File: src/rtl/multicycle_datapath.sv
// RV32I-subset multicycle datapath: PC/OldPC/IR/MDR/A/B/ALUOut, register file,
// immediate extender and ALU, steered by the multicycle controller's selects.
module multicycle_datapath #(
    parameter int               XLEN      = 32,
    parameter logic [XLEN-1:0]  RESET_PC  = '0,
    parameter logic [31:0]      NOP_INSTR = 32'h0000_0013
) (
    input  logic            clk,
    input  logic            reset,
    input  logic [1:0]      ImmSrc,
    input  logic [1:0]      ALUSrcA,
    input  logic [1:0]      ALUSrcB,
    input  logic [1:0]      ResultSrc,
    input  logic            AdrSrc,
    input  logic [2:0]      ALUControl,
    input  logic            IRWrite,
    input  logic            PCWrite,
    input  logic            RegWrite,
    input  logic [XLEN-1:0] ReadData,
    output logic [XLEN-1:0] Adr,
    output logic [XLEN-1:0] WriteData,
    output logic [6:0]      op,
    output logic [2:0]      funct3,
    output logic            funct7b5,
    output logic            Zero
);

    logic [XLEN-1:0] pc_q, pc_d, old_pc_q, old_pc_d;
    logic [31:0]     ir_q, ir_d;
    logic [XLEN-1:0] mdr_q, mdr_d, a_q, a_d, b_q, b_d, alu_out_q, alu_out_d;
    logic [XLEN-1:0] rf_q [32];
    logic [XLEN-1:0] rf_d [32];

    logic [XLEN-1:0] imm_ext, src_a, src_b, alu_result, result, diff;
    logic            overflow, sign_bit;
    logic [4:0]      rs1, rs2, rd;

    assign rs1      = ir_q[19:15];
    assign rs2      = ir_q[24:20];
    assign rd       = ir_q[11:7];
    assign sign_bit = ir_q[31];

    always_comb begin
        imm_ext = '0;
        case (ImmSrc)
            2'b00: imm_ext = {{(XLEN-12){sign_bit}}, ir_q[31:20]};
            2'b01: imm_ext = {{(XLEN-12){sign_bit}}, ir_q[31:25], ir_q[11:7]};
            2'b10: imm_ext = {{(XLEN-13){sign_bit}}, ir_q[31], ir_q[7], ir_q[30:25], ir_q[11:8], 1'b0};
            2'b11: imm_ext = {{(XLEN-21){sign_bit}}, ir_q[31], ir_q[19:12], ir_q[20], ir_q[30:21], 1'b0};
            default: imm_ext = '0;
        endcase
    end

    always_comb begin
        src_a = '0;
        case (ALUSrcA)
            2'b00: src_a = pc_q;
            2'b01: src_a = old_pc_q;
            2'b10: src_a = a_q;
            default: src_a = '0;
        endcase
        src_b = '0;
        case (ALUSrcB)
            2'b00: src_b = b_q;
            2'b01: src_b = imm_ext;
            2'b10: src_b = XLEN'(4);
            default: src_b = '0;
        endcase
    end

    // Signed less-than uses the difference sign corrected by overflow.
    always_comb begin
        diff       = src_a - src_b;
        overflow   = (src_a[XLEN-1] ^ src_b[XLEN-1]) & (diff[XLEN-1] ^ src_a[XLEN-1]);
        alu_result = '0;
        case (ALUControl)
            3'b000: alu_result = src_a + src_b;
            3'b001: alu_result = diff;
            3'b010: alu_result = src_a & src_b;
            3'b011: alu_result = src_a | src_b;
            3'b101: alu_result = {{(XLEN-1){1'b0}}, diff[XLEN-1] ^ overflow};
            default: alu_result = '0;
        endcase
    end

    always_comb begin
        result = '0;
        case (ResultSrc)
            2'b00: result = alu_out_q;
            2'b01: result = mdr_q;
            2'b10: result = alu_result;
            default: result = '0;
        endcase
    end

    always_comb begin
        pc_d      = PCWrite ? result : pc_q;
        old_pc_d  = IRWrite ? pc_q : old_pc_q;
        ir_d      = IRWrite ? ReadData[31:0] : ir_q;
        mdr_d     = ReadData;
        a_d       = (rs1 == 5'd0) ? '0 : rf_q[rs1];
        b_d       = (rs2 == 5'd0) ? '0 : rf_q[rs2];
        alu_out_d = alu_result;
    end

    // x0 is never written, so its storage stays at the reset value of zero.
    always_comb begin
        rf_d = rf_q;
        if (RegWrite && (rd != 5'd0)) begin
            rf_d[rd] = result;
        end
    end

    always_ff @(posedge clk or posedge reset) begin
        if (reset) begin
            pc_q      <= RESET_PC;
            old_pc_q  <= '0;
            ir_q      <= NOP_INSTR;
            mdr_q     <= '0;
            a_q       <= '0;
            b_q       <= '0;
            alu_out_q <= '0;
            for (int i = 0; i < 32; i++) begin
                rf_q[i] <= '0;
            end
        end else begin
            pc_q      <= pc_d;
            old_pc_q  <= old_pc_d;
            ir_q      <= ir_d;
            mdr_q     <= mdr_d;
            a_q       <= a_d;
            b_q       <= b_d;
            alu_out_q <= alu_out_d;
            rf_q      <= rf_d;
        end
    end

    assign Adr       = AdrSrc ? result : pc_q;
    assign WriteData = b_q;
    assign op        = ir_q[6:0];
    assign funct3    = ir_q[14:12];
    assign funct7b5  = ir_q[30];
    assign Zero      = (alu_result == '0);

endmodule
File: config.mk
export PLATFORM = sky130hd
export DESIGN_NAME = multicycle_datapath
export DESIGN_NICKNAME = d
export VERILOG_FILES = /design/src/rtl/multicycle_datapath.sv
export SDC_FILE = /design/constraint.sdc
export NUM_CORES = 2
export LEC_CHECK = 0
export CAP_MARGIN = 20
export CORE_ASPECT_RATIO = 0.5
export CORE_MARGIN = 10
export CORE_UTILIZATION = 30
export CTS_CLUSTER_SIZE = 28
export DETAILED_ROUTE_END_ITERATION = 8
export PLACE_DENSITY_LB_ADDON = 0.25
export SETUP_SLACK_MARGIN = 0.3
export SYNTH_ARGS = -nofsm -noshare
export SYNTH_HDL_FRONTEND = slang
export SYNTH_SLANG_ARGS = --single-unit
File: constraint.sdc
create_clock -name clk -period 47.5 [get_ports clk]
set_clock_uncertainty 0.15 [all_clocks]
set_input_delay 7.125 -clock clk [delete_from_list [all_inputs] [get_ports clk]]
set_output_delay 7.125 -clock clk [all_outputs]
set_load 0.1 [all_outputs]
==> impl_metrics.tcl <==
set metrics [dict create \
    status "completed" \
    syn_area_sq_um 66600 \
    leakagePower_nw 31.6 \
    nNetsFinal 6110 \
    fp.dieArea_sq_um 242000 \
    tightest_slew_ns 1.15 \
    p_sw_mw 1.45 \
    crit_path_end_kind "primary output" \
    ys_seq_elements 1248 \
    cts_max_level 4 \
    synth-async-reset-ratio 1.00 \
    min_path_type "reg -> reg" \
    syn_nets 6344 \
    power.density_nw_per_um2 54.1 \
    hold_depth 0 \
    worstSetupPathType "in -> out" \
    grtUsageMet1 0.276 \
    fmax_mhz 44.5 \
    combPwrFrac 0.312 \
    synth_top_family_by_area "multiplexers" \
    place.gp.congestion 0.948 \
    slew_headroom 0.231 \
    cts_buffers 134 \
    final_cell_mix "dfrtp_1, nor2_1, a21oi_1" \
    timing.rr.start "ir_q[31]" \
    synth-seq-area-share 0.469 \
    crit_required_ns 40.23 \
    rrSetupSlack_ns 41.25 \
    peakVddDrop_uv 30.0 \
    synth_xor_area_frac 0.00288 \
    min_period_ns 22.49 \
    clock_path_buffers 3 \
    post_cts_buffers 0 \
    finalSetupTns_ns 0 \
    whs_ns 0.250 \
    grt-busiest-layer "met2" \
    core_area_sq_um 221000 \
    crit_end "Zero" \
    post_drt_via_cell_ratio 5.49 \
    intPower_mw 2.62 \
    die_h_um 353 \
    crit_fanout 14 \
    synth_cells 6197 \
    crit_arrival_ns 15.22 \
    sequentialPowerShare 0.416 \
    boundaryPins 125 \
    hold_viol 0 \
    start_util 0.301 \
    grt_use_total 0.205 \
    clkPwrFrac 0.272 \
    drtPass1Iterations 5 \
    layout_commonest_cell "dfrtp_1" \
    antenna_found_initial 19 \
    syn_area_per_cell_sq_um 10.7 \
    synth.area.mux_share 0.220 \
    insertion_delay_ns 0.78 \
    drtAntennaViolNets 0 \
    drtIter0Drc 5155 \
    fin_crit_sh 0.474 \
    overflow 0 \
    dp_hpwl_um 157000 \
    routed_wl_um 254000 \
    port-buffer-count 124 \
    post_cts_resized 0 \
    ctsHoldBuffers 0 \
    layout-drive-gt1-share 0.188 \
    synth-edff-count 0 \
    clockRootBuffer "clkbuf_16" \
    setup-violations-final 0 \
    routedWlPerCell_um 28.1 \
    yosysUniqueCellTypes 102 \
    slew_violations 0 \
    fillers 22100 \
    met2_usage 0.326 \
    yosys.area_share.simple 0.0957 \
    via_count 49700 \
    reg2regPathDepth 18 \
    die_w_um 686 \
    grt_max_degree 165 \
    rsz0062_at_grt "no" \
    worstSetupStartpointType "primary input" \
    yosys_most_used_dff "dfrtp_1" \
    grt_first_pass_wirelength_um 366000 \
    drcViolationCount 0 \
    cts_sinks 1248 \
    clk_pin_slew_worst_paths_ns 0.06 \
    cts_tree "built" \
    syn2layout_area_growth_pct 13.0 \
    num_rows 122 \
    reg2reg_to "rf_q[415]" \
    critPathLaunch "ImmSrc[1]" \
    synth-adder-area-share 0.0188 \
    switching_share 0.356 \
    grt_pass1_vias 49000 \
    yosysWarningCount 0 \
    drv_cap 0 \
    synth_compound_area_frac 0.148 \
    grt_use_met3 0.0315 \
]
[per-stage QoR]
| step | worst slack, ns | instances | cell area (sq um) | utilization | total power [mW] |
|---|---|---|---|---|---|
| global placement | 25.16 | 8797 | 70600 | 0.320 | 2.93 |
| floorplan | 5.06 | 6197 | 66600 | - | 2.56 |
| detailed placement | 25.19 | 8798 | 70600 | 0.320 | 2.96 |
| finish | 25.01 | 9046 | 75200 | 0.340 | 4.06 |
| CTS | 25.16 | 9033 | 75100 | 0.340 | 4.07 |
| global route | 24.57 | 9041 | 75200 | 0.340 | 4.27 |
[cell type report]
cell class / instances / area (sq um) / area share
timing repair buffer: 263 / 2390 / 0.0318
inverter: 111 / 424 / 0.00564
clock buffer: 186 / 3890 / 0.0518
sequential: 1248 / 31300 / 0.416
multi-input combinational: 4205 / 32800 / 0.437
antenna: 8 / 20.0 / 0.000266
clock inverter: 49 / 624 / 0.00830
tap: 2976 / 3720 / 0.0495
[logic make-up (layout without fill, tap and decap cells)]
family | count (synthesis) | in the layout
xor gates and xnor gates | 21 | 21
buffers and inverters | 744 | 609
muxes | 855 | 855
DFF | 1248 | 1248
adders and majority gates | 98 | 98
AOI/OAI and AO/OA | 1663 | 1663
other | 0 | 8
and+or+nand+nor | 1568 | 1568
[synth_stat cells (16+ instances only)]
| master | count | area, sq um |
|---|---|---|
| mux4_2 | 473 | 10700 |
| o211ai_1 | 18 | 135 |
| a21oi_2 | 21 | 184 |
| clkbuf_1 | 494 | 1850 |
| xnor2_1 | 16 | 140 |
| mux2_2 | 150 | 1690 |
| a211o_1 | 30 | 263 |
| o22ai_1 | 69 | 432 |
| mux2i_1 | 232 | 2320 |
| a21o_1 | 66 | 495 |
| o221ai_1 | 46 | 403 |
| a221oi_1 | 42 | 368 |
| o21ai_0 | 404 | 2020 |
| nor2_1 | 862 | 3240 |
| a21oi_1 | 734 | 3670 |
| buf_1 | 58 | 218 |
| nand2b_1 | 17 | 106 |
| inv_1 | 108 | 405 |
| nor3_1 | 61 | 305 |
| buf_4 | 16 | 120 |
| ha_1 | 95 | 1190 |
| dfrtp_1 | 1245 | 31200 |
| a211oi_1 | 38 | 285 |
| nand2_1 | 512 | 1920 |
| o21ai_1 | 59 | 295 |
| or3_1 | 16 | 100 |
| buf_2 | 54 | 270 |
[worst min path at each step]
stage                from         end  slack (ns)
6_report        rf_q[998]   rf_q[998]        0.25
5_1_grt        rf_q[1016]  rf_q[1016]        0.26
3_3_place_gp   rf_q[1019]  rf_q[1019]        0.23
2_1_floorplan  rf_q[1017]  rf_q[1017]        0.29
4_1_cts        rf_q[1012]  rf_q[1012]        0.25
3_5_place_dp   rf_q[1019]  rf_q[1019]        0.24
[flip-flops by register name, summed over array words and instances, names as in the netlist]
register	count
rf_q	1024
WriteData	32
a_q	32
alu_out_q	32
ir_q	32
mdr_q	32
old_pc_q	32
pc_q	32
[worst max-delay path, stage by stage]
cell,delay (ns)
clkdlybuf4s50_1,0.66
a21boi_1,0.64
a311oi_1,0.09
or3_1,0.42
ha_1,0.69
nand4_1,0.30
nor4_1,0.49
o2111ai_1,0.29
a311oi_1,0.48
o21a_1,0.19
nor2_1,0.04
o21bai_1,0.21
fa_1,0.30
o22ai_1,0.11
a21oi_1,0.19
inv_1,0.08
or3_1,0.36
nor4_1,0.19
nand2_1,0.08
nor4_1,0.41
nand4b_1,0.19
nor4_1,0.29
and3_1,0.22
clkdlybuf4s50_1,1.14
[power by group through the flow]
stage	Sequential [mW]	Clock [mW]	Combinational, mW
floorplan	1.65	0	0.910
global placement	1.69	0	1.25
detailed placement	1.70	0	1.26
CTS	1.68	1.12	1.27
global route	1.73	1.17	1.38
finish	1.69	1.11	1.27
[routing by layer]
metal,vias to the layer above,share of wire
met5,-,0.00027
met4,10,0.046
met3,502,0.061
met2,1731,0.46
met1,25600,0.43
li1,21900,-
No activity file was read; power rests on OpenSTA's default activity.
